`src/rtl/hex_disp_pkg.sv`:
```
// Shared types and constants for the hex display sequencer.
// Holds the sequencer state encoding, the blank segment pattern and the
// active-low hex-to-seven-segment table (bit0 = top, clockwise, bit6 = middle).
package hex_disp_pkg;

    typedef enum logic [1:0] {
        IDLE   = 2'd0,
        SCAN   = 2'd1,
        COMMIT = 2'd2
    } state_t;

    localparam logic [6:0] SEG_BLANK = 7'h7F;

    // Active-low patterns indexed by nibble value 0..F.
    localparam logic [6:0] SEG_TABLE [16] = '{
        7'h40, 7'h79, 7'h24, 7'h30,
        7'h19, 7'h12, 7'h02, 7'h78,
        7'h00, 7'h10, 7'h08, 7'h03,
        7'h46, 7'h21, 7'h06, 7'h0E
    };

endpackage

```
`src/rtl/hex_display_sequencer_seg7_decode.sv`:
```
// Combinational 4-bit to active-low 7-segment decoder.
// Instantiated once by the sequencer and shared across all digits.
module seg7_decode
    import hex_disp_pkg::*;
(
    input  logic [3:0] nibble,
    output logic [6:0] seg
);

    // Table lookup; every path assigns seg so no storage is implied.
    always_comb begin
        seg = SEG_TABLE[nibble];
    end

endmodule

```
`src/rtl/hex_display_sequencer.sv`:
```
// Hex display sequencer: accepts a packed nibble word via valid/ready,
// scans one digit per cycle through a single shared decoder into staging
// registers, then commits all digits to the registered outputs at once.
// Optional feature macro: HEX_SCROLL_EN adds the scroll_en port and a
// rotation of the committed display every SCROLL_PERIOD idle cycles.
module hex_display_sequencer
    import hex_disp_pkg::*;
#(
    parameter int NUM_DIGITS = 6
`ifdef HEX_SCROLL_EN
    , parameter int SCROLL_PERIOD = 50000000
`endif
) (
    input  logic                    clk,
    input  logic                    reset,
    input  logic                    load_valid,
    output logic                    load_ready,
    input  logic [4*NUM_DIGITS-1:0] load_data,
    input  logic [NUM_DIGITS-1:0]   blank_mask,
    output logic [7*NUM_DIGITS-1:0] hex_out,
    output logic                    busy,
    output logic                    done
`ifdef HEX_SCROLL_EN
    , input  logic                  scroll_en
`endif
);

    localparam int IDX_W = (NUM_DIGITS > 1) ? $clog2(NUM_DIGITS) : 1;
    localparam logic [IDX_W-1:0] LAST_IDX = IDX_W'(NUM_DIGITS - 1);

`ifdef HEX_SCROLL_EN
    localparam int CNT_W = (SCROLL_PERIOD > 1) ? $clog2(SCROLL_PERIOD) : 1;
    localparam logic [CNT_W-1:0] CNT_LAST = CNT_W'(SCROLL_PERIOD - 1);
    logic [CNT_W-1:0] scroll_cnt;
`endif

    state_t                 state;
    logic [IDX_W-1:0]       idx;
    logic [3:0]             shadow_nib   [NUM_DIGITS];
    logic [NUM_DIGITS-1:0]  shadow_blank;
    logic [6:0]             staging      [NUM_DIGITS];
    logic [6:0]             disp         [NUM_DIGITS];
    logic [3:0]             dec_in;
    logic [6:0]             dec_seg;

    // Select the shadow nibble currently being scanned for the shared decoder.
    always_comb begin
        dec_in = shadow_nib[idx];
    end

    seg7_decode u_decode (
        .nibble (dec_in),
        .seg    (dec_seg)
    );

    // Sequencer FSM: accept, per-digit scan into staging, atomic commit.
    always_ff @(posedge clk) begin
        if (reset) begin
            state        <= IDLE;
            idx          <= '0;
            load_ready   <= 1'b1;
            busy         <= 1'b0;
            done         <= 1'b0;
            // NOTE: staging and display arrays are reset because a reset must
            // leave the panel blank; the shadow word is not, since it is only
            // read after an accept has overwritten it.
            for (int i = 0; i < NUM_DIGITS; i++) begin
                staging[i] <= SEG_BLANK;
                disp[i]    <= SEG_BLANK;
            end
`ifdef HEX_SCROLL_EN
            scroll_cnt   <= '0;
`endif
        end else begin
            // NOTE: state is updated with non-blocking assignments so every
            // register here samples pre-edge values regardless of order.
            done <= 1'b0;
            case (state)
                IDLE: begin
                    if (load_valid && load_ready) begin
                        for (int i = 0; i < NUM_DIGITS; i++) begin
                            shadow_nib[i] <= load_data[4*i +: 4];
                        end
                        shadow_blank <= blank_mask;
                        idx          <= '0;
                        load_ready   <= 1'b0;
                        busy         <= 1'b1;
                        state        <= SCAN;
`ifdef HEX_SCROLL_EN
                        scroll_cnt   <= '0;
`endif
                    end
`ifdef HEX_SCROLL_EN
                    else if (!scroll_en) begin
                        scroll_cnt <= '0;
                    end else if (scroll_cnt == CNT_LAST) begin
                        scroll_cnt <= '0;
                        disp[0]    <= disp[NUM_DIGITS-1];
                        for (int i = 1; i < NUM_DIGITS; i++) begin
                            disp[i] <= disp[i-1];
                        end
                    end else begin
                        scroll_cnt <= scroll_cnt + 1'b1;
                    end
`endif
                end
                SCAN: begin
                    staging[idx] <= shadow_blank[idx] ? SEG_BLANK : dec_seg;
                    idx          <= idx + 1'b1;
                    if (idx == LAST_IDX) begin
                        state <= COMMIT;
                    end
                end
                COMMIT: begin
                    for (int i = 0; i < NUM_DIGITS; i++) begin
                        disp[i] <= staging[i];
                    end
                    done       <= 1'b1;
                    load_ready <= 1'b1;
                    busy       <= 1'b0;
                    state      <= IDLE;
                end
                default: begin
                    state      <= IDLE;
                    load_ready <= 1'b1;
                    busy       <= 1'b0;
                end
            endcase
        end
    end

    // Flatten the committed display registers onto the pin vector.
    always_comb begin
        // NOTE: hex_out gets a full default first so no path can leave bits
        // unassigned and infer a latch.
        hex_out = '0;
        for (int i = 0; i < NUM_DIGITS; i++) begin
            hex_out[7*i +: 7] = disp[i];
        end
    end

endmodule
```
`config.mk`:
```
export PLATFORM = sky130hd
export DESIGN_NAME = hex_display_sequencer
export DESIGN_NICKNAME = d
export VERILOG_FILES = /design/src/rtl/hex_disp_pkg.sv /design/src/rtl/hex_display_sequencer_seg7_decode.sv /design/src/rtl/hex_display_sequencer.sv
export SDC_FILE = /design/constraint.sdc
export NUM_CORES = 1
export LEC_CHECK = 0
export BUFFER_PORTS_ARGS = -buffer_cell sky130_fd_sc_hd__buf_2
export CAP_MARGIN = 40
export CORE_MARGIN = 4
export CORE_UTILIZATION = 60
export DETAILED_ROUTE_END_ITERATION = 16
export GPL_TIMING_DRIVEN = 0
export PLACE_DENSITY = 0.82
export SLEW_MARGIN = 20
export SYNTH_ARGS = -nofsm -noshare
export SYNTH_HDL_FRONTEND = slang
export SYNTH_SLANG_ARGS = --single-unit
```
`constraint.sdc`:
```
create_clock -name clk -period 4.4 [get_ports clk]
set_input_delay 0.22 -clock clk [delete_from_list [all_inputs] [get_ports clk]]
set_output_delay 0.22 -clock clk [all_outputs]
set_load 0.005 [all_outputs]
```
After elaboration in Yosys (flattened, before gate mapping)
Memory sizes are Yosys's and may differ from the RTL's. A register that Yosys moved wholly into a read port is not among the register bits.
Index checks and enable logic that the tools add are counted.
{"block": "op_classes", "magnitude_cmp": 2, "add_sub_neg": 1, "reduce_logical": 8, "n_eq_ne": 5, "muxes": 37, "bitwise": 9}
{"op": "7-bit two-way mux", "count": 10}
{"op": "1-bit two-way mux", "count": 16}
{"op": "3-bit two-way mux", "count": 4}
{"op": "7-bit OR reduction", "count": 1}
{"op": "1-bit OR", "count": 6}
{"op": "3-bit one-hot mux with 2 select lines", "count": 1}
{"op": "2-bit AND reduction", "count": 3}
{"op": "5-bit greater-or-equal comparator (second input constant)", "count": 1}
{"op": "4-bit inverter with 5-bit output", "count": 1}
{"op": "3-bit by 4-bit less-than comparator with 1-bit output (second input constant)", "count": 1}
{"op": "2-bit two-way mux", "count": 2}
{"op": "2-bit inequality test (second input constant)", "count": 2}
{"op": "1-bit one-hot mux with 2 select lines", "count": 2}
{"op": "2-bit one-hot mux with 2 select lines", "count": 1}
{"op": "3-bit by 1-bit adder with 3-bit output (second input constant)", "count": 1}
{"op": "1-bit binary-select mux with 3-bit select", "count": 1}
{"op": "3-bit == test (second input constant)", "count": 1}
{"op": "3-bit AND reduction", "count": 1}
{"op": "2-bit by 1-bit == test with 1-bit output (second input constant)", "count": 1}
{"op": "2-bit == test (second input constant)", "count": 1}
{"op": "2-bit logical NOT", "count": 1}
{"op": "1-bit inverter", "count": 2}
{"op": "2-bit nonzero test", "count": 1}
{"op": "1-bit logical AND", "count": 1}
{"block": "totals", "ff_bits": 14, "mem_count": 4, "inputBits": 33, "mem_bits_ro": 112, "wordCells": 72, "output_inout_bits": 45, "ramBits": 108}
{"memory": "(name not given)", "depth": 16, "word_bits": 7, "rd": 1, "rd_clocked_by_memory_dff": 0, "write_ports": 0, "line_no": "hex_display_sequencer_seg7_decode.sv:12", "source": "seg = SEG_TABLE[nibble];"}
{"memory": "disp", "depth": 6, "word_bits": 7, "rd": 6, "rd_clocked_by_memory_dff": 0, "write_ports": 6, "line_no": "hex_display_sequencer.sv:42", "source": "logic [6:0] disp [NUM_DIGITS];"}
{"memory": "staging", "depth": 6, "word_bits": 7, "rd": 6, "rd_clocked_by_memory_dff": 0, "write_ports": 6, "line_no": "hex_display_sequencer.sv:41", "source": "logic [6:0] staging [NUM_DIGITS];"}
{"memory": "shadow_nib", "depth": 6, "word_bits": 4, "rd": 1, "rd_clocked_by_memory_dff": 1, "write_ports": 6, "line_no": "hex_display_sequencer.sv:39", "source": "logic [3:0] shadow_nib [NUM_DIGITS];"}

Logic depth before layout (Yosys ltp)
{"block": "depth", "ltp_word": 6, "depth_mapped": 9, "depth_no_buf": 8}

Modules after synthesis
A second synthesis with hierarchy kept.
{"block": "hier_totals", "hier_cells": 335, "area_unflattened_um2": 5118.7}
{"module": "hex_display_sequencer", "area_each_um2": 4843.4, "instances": 1, "seq_area_each_um2": 3643.5, "cells_each": 303}
{"module": "seg7_decode", "area_each_um2": 275.3, "instances": 1, "seq_area_each_um2": 0.0, "cells_each": 32}

Worst setup path before layout
Ideal clock, no wire load.
{"block": "synth_timing", "path_type": "reg2reg", "start": "register with a tool-made name", "end": "memory staging[4][3] (data pin)", "setup_ns": 0.284, "path_stages_with_launch": 9, "t_required_ns": 4.116, "arrival_time_ns": 2.267, "path_buffers": 1, "synth_period_minus_slack_ns": 2.551, "path_slack_ns": 1.849, "cell_sequence": "dfxtp_1 buf_6 mux4_1 mux2i_1 inv_1 ha_1 mux2_2 mux2i_4 nand2_1"}
{"item": "to (decl)", "line_no": "hex_display_sequencer.sv:41"}

==> flow_summary.rst <==
.. list-table::
   :header-rows: 1

   * - Metric
     - Value
   * - Synthesized-area fraction occupied by and/or/nand/nor cells
     - 0.1372
   * - Routed WL per cell
     - around 17 um
   * - Summed instance area of the synthesized netlist
     - 5052 um2
   * - Number of port buffers
     - 76
   * - Worst-path maximum fanout
     - 8
   * - Most instantiated library cell after synthesis
     - edfxtp_1
   * - Final core utilization
     - 0.7821
   * - Aggregate global-route resource usage
     - 0.2123
   * - Startpoint of the worst hold path
     - load_valid
   * - Seq/Total Area, Yosys
     - 0.7211
   * - Cell count after synthesis
     - 332
   * - Worst-case clock buffer depth
     - 2
   * - Largest cells by area after synthesis
     - edfxtp_1 (68%), or3_1 (5.2%), dfxtp_1 (4.4%)
   * - RSZ-0062 raised after global routing
     - false
   * - Post-Synthesis Net Count
     - 373
   * - Hold Violations, Final
     - 0
   * - Area fraction in compound gates after synthesis
     - 0.03393
   * - Final Instance Area
     - 6426 um2
   * - Wire length of the first global-routing pass
     - 15860 um
   * - IR Drop Worst-Case VDD
     - 0.0003020 V
   * - Chip Height
     - 99.77 um
   * - Ports
     - just under 80
   * - Placed Area
     - 5605 um2
   * - Detailed Route Iter0 Violations
     - 241
   * - Hold Path Class
     - input pin to register
   * - Num CTS Buffers
     - 17
   * - Worst-path clk slew
     - 0.06 ns
   * - Mux contribution to synthesized area
     - 0.06166
   * - Global placer's final weighted congestion
     - 0.8908
   * - Top cells by count, synth
     - edfxtp_1 (114), or3_1 (42), nand2_1 (32)
   * - Initial Utilization
     - 0.6149
   * - Destination of the worst register-to-register timing path
     - staging[1][3]
   * - Distinct cells, synth
     - 41
   * - Main synth FF type
     - edfxtp_1
   * - DP Wirelength
     - 6027 um
   * - Worst reg2reg setup slack
     - 1.39 ns
   * - Standard cell core area
     - 8217 um2
   * - Pin count of the biggest net entering global routing
     - 35
   * - Insertion delay to the later sink of the worst-skew pair
     - between 0.5 and 0.6 ns
   * - Number of detailed-route iterations in the first pass
     - 5
   * - Share of post-route cells with drive strength above 1
     - 0.2733
   * - Count of vias placed by the detailed router
     - 3101
   * - Hold path depth
     - 4
   * - Via count normalized by instance count
     - 5.374
   * - Total of flip-flops plus latches after synthesis
     - roughly 130
   * - Max Fclk
     - 332.5 MHz
   * - Xor/xnor share of the synthesized area
     - 0
   * - Clock tree from TritonCTS
     - done
   * - Post-route insts no fill
     - between 500 and 600
   * - Antenna Violating Nets Remaining
     - 0
   * - Diodes inserted
     - 0
   * - Maximum level of the CTS H-tree
     - 4
   * - Post-synth top area cell
     - edfxtp_1
   * - Die Outline Area
     - ~10000 um2
   * - Setup violators final
     - 0
   * - Final Max Tran Viols
     - 0
   * - Number of remaining DRC errors
     - 0
   * - Routed WL
     - 9559 um
   * - Total number of nets in the final design
     - roughly 500
   * - EDFF count, synth
     - between 100 and 150
   * - Total placed cells including tap cells
     - 516
   * - Average instance area after synthesis
     - 15.22 um2
   * - Number of maximum-capacitance violations
     - 0
   * - Layout Area Growth over Synthesis
     - 27.19%
   * - Final worst-path cycle share
     - 0.6835
   * - Post-route clock skew
     - 0.006941 ns
   * - Count of cells resized by post-cts repair
     - 0
   * - Hold Crit Endpoint
     - load_ready
   * - Filler instances
     - 467
   * - Total Neg Setup Slack
     - 0 ns
   * - Via count of the first global-routing pass
     - 3163
   * - Top cell type's share of synthesized area
     - 0.6776
   * - Number of post-CTS setup repair buffers
     - 0
   * - Final worst hold slack
     - 0.03206 ns
   * - Root buffer cell
     - clkbuf_8
   * - Status
     - complete, no violations
   * - Tightest Pin Transition
     - 0.7908 ns
   * - Initial antenna violation count
     - 0
   * - Clock sink total
     - 125
   * - Time the worst path needs with I/O delays and setup
     - 3.007 ns
   * - Worst endpoint required time
     - 4.62 ns
   * - Main combinational cell family by area after synthesis
     - simple AND/OR/NAND/NOR gates
   * - Yosys warning count
     - 0
   * - Worst-case reg-to-reg path depth
     - 8
   * - Overflow left after global routing
     - 0
   * - Arrival time of data at the critical path endpoint
     - between 3 and 4 ns
   * - Async S/R FF share, synth
     - 0
   * - Total leakage power
     - 1.987 nW
   * - Crit path capture type
     - register
   * - Class of the most critical setup path
     - register to register
   * - Die span in x
     - roughly 100 um
   * - Count of standard-cell rows
     - 33
   * - Worst-case headroom to the max-slew limit
     - 0.4688
   * - Power density of the placed cells
     - 431.4 nW/um2
   * - Type of origin of the critical path
     - register
   * - Share of synthesized cell area in full adder, half adder and majority cells
     - 0.01981
what timing repair did:
action                                  in CTS  in global routing
hold buffers                                30                  0
hold endpoints to repair                    30                  0
endpoints found under the setup margin       0                  0
through the flow:
step           worst slack (ns)  power (W)
5_1_grt                   1.180   0.002874
4_1_cts                   1.376   0.002778
6_report                  1.393   0.002772
3_5_place_dp              1.468   0.001552
2_1_floorplan             1.849   0.001492
3_3_place_gp              1.515   0.001543
per-layer routing:
layer / part of all wire / track usage / vias to the layer above
met5: 0 / 0 / -
met4: 0.012 / 0.06933 / 0
met3: 0.062 / 0.05961 / 12
met2: 0.55 / 0.3802 / 125
met1: 0.38 / 0.2453 / 1453
li1: - / - / 1511
flip-flops by register name, summed over array words and instances (netlist names), named ones only:
register / cells
shadow_nib: 24
state: 2
disp: 42
idx: 3
shadow_blank: 6
done: 1
load_ready: 1
staging: 42
busy: 1
kinds of logic (layout without fill, tap and decap cells):
group                      count (synthesis)  count (layout)
and+or+nand+nor                          128             128
DFF                                      125             125
buffers and inverters                     29             169
muxes                                     22              22
AOI/OAI and AO/OA                         20              20
adders and majority gates                  8               8
area by class of cell:
type                            instances  area (um2)  area share
Multi-Input combinational cell        178        1279      0.1990
Buffer                                 22       106.4     0.01655
Tap cell                              105       131.4     0.02044
Timing Repair Buffer                  109       719.4      0.1120
Clock inverter                         11       95.09     0.01480
Inverter                                7       26.28    0.004089
Clock buffer                           20       425.4     0.06620
Sequential cell                       125        3643      0.5670
cells in the final DEF, fill, tap and decap left out, types with 2 or more instances in the layout:
| cell type | count |
|---|---|
| and4_1 | 2 |
| and4b_1 | 2 |
| nor3_1 | 4 |
| or3_1 | 42 |
| clkbuf_16 | 16 |
| mux2i_1 | 9 |
| a21oi_1 | 3 |
| o21bai_1 | 2 |
| mux4_1 | 2 |
| nor2b_1 | 3 |
| o21ai_0 | 3 |
| nand3_1 | 19 |
| nor2_1 | 10 |
| buf_6 | 3 |
| a21o_1 | 3 |
| dfxtp_1 | 11 |
| dlygate4sd3_1 | 30 |
| mux2_2 | 7 |
| nor3b_1 | 3 |
| mux4_2 | 2 |
| clkinvlp_4 | 2 |
| a41o_1 | 2 |
| ha_1 | 8 |
| edfxtp_1 | 114 |
| clkbuf_1 | 21 |
| nand2_1 | 32 |
| mux2i_4 | 2 |
| inv_1 | 7 |
| buf_2 | 77 |
| inv_6 | 2 |
| nand2b_1 | 3 |
| clkinv_2 | 4 |
worst max-delay path by stage:
stage                    end  cells after the start
6_report       staging[1][3]                      8
5_1_grt        staging[1][3]                      8
4_1_cts        staging[1][3]                      8
3_5_place_dp   staging[1][3]                      8
3_3_place_gp   staging[4][3]                      8
2_1_floorplan  staging[4][3]                      8
worst max-delay path: stages (launching register included):
cell and delay (ns):
dfxtp_1 0.32, buf_6 0.14, mux4_1 0.58, mux2i_1 0.51, inv_1 0.15, ha_1 0.31, mux2_2 0.32, mux2i_4 0.29
nand2_1 0.10
where the power goes:
part	total, W	switching, W	internal [W]
registers	0.00133	0.00000934	0.00132
clock network	0.00122	0.000477	0.000742
logic	0.000224	0.000128	0.0000958
(Power assumes the default switching activity.)
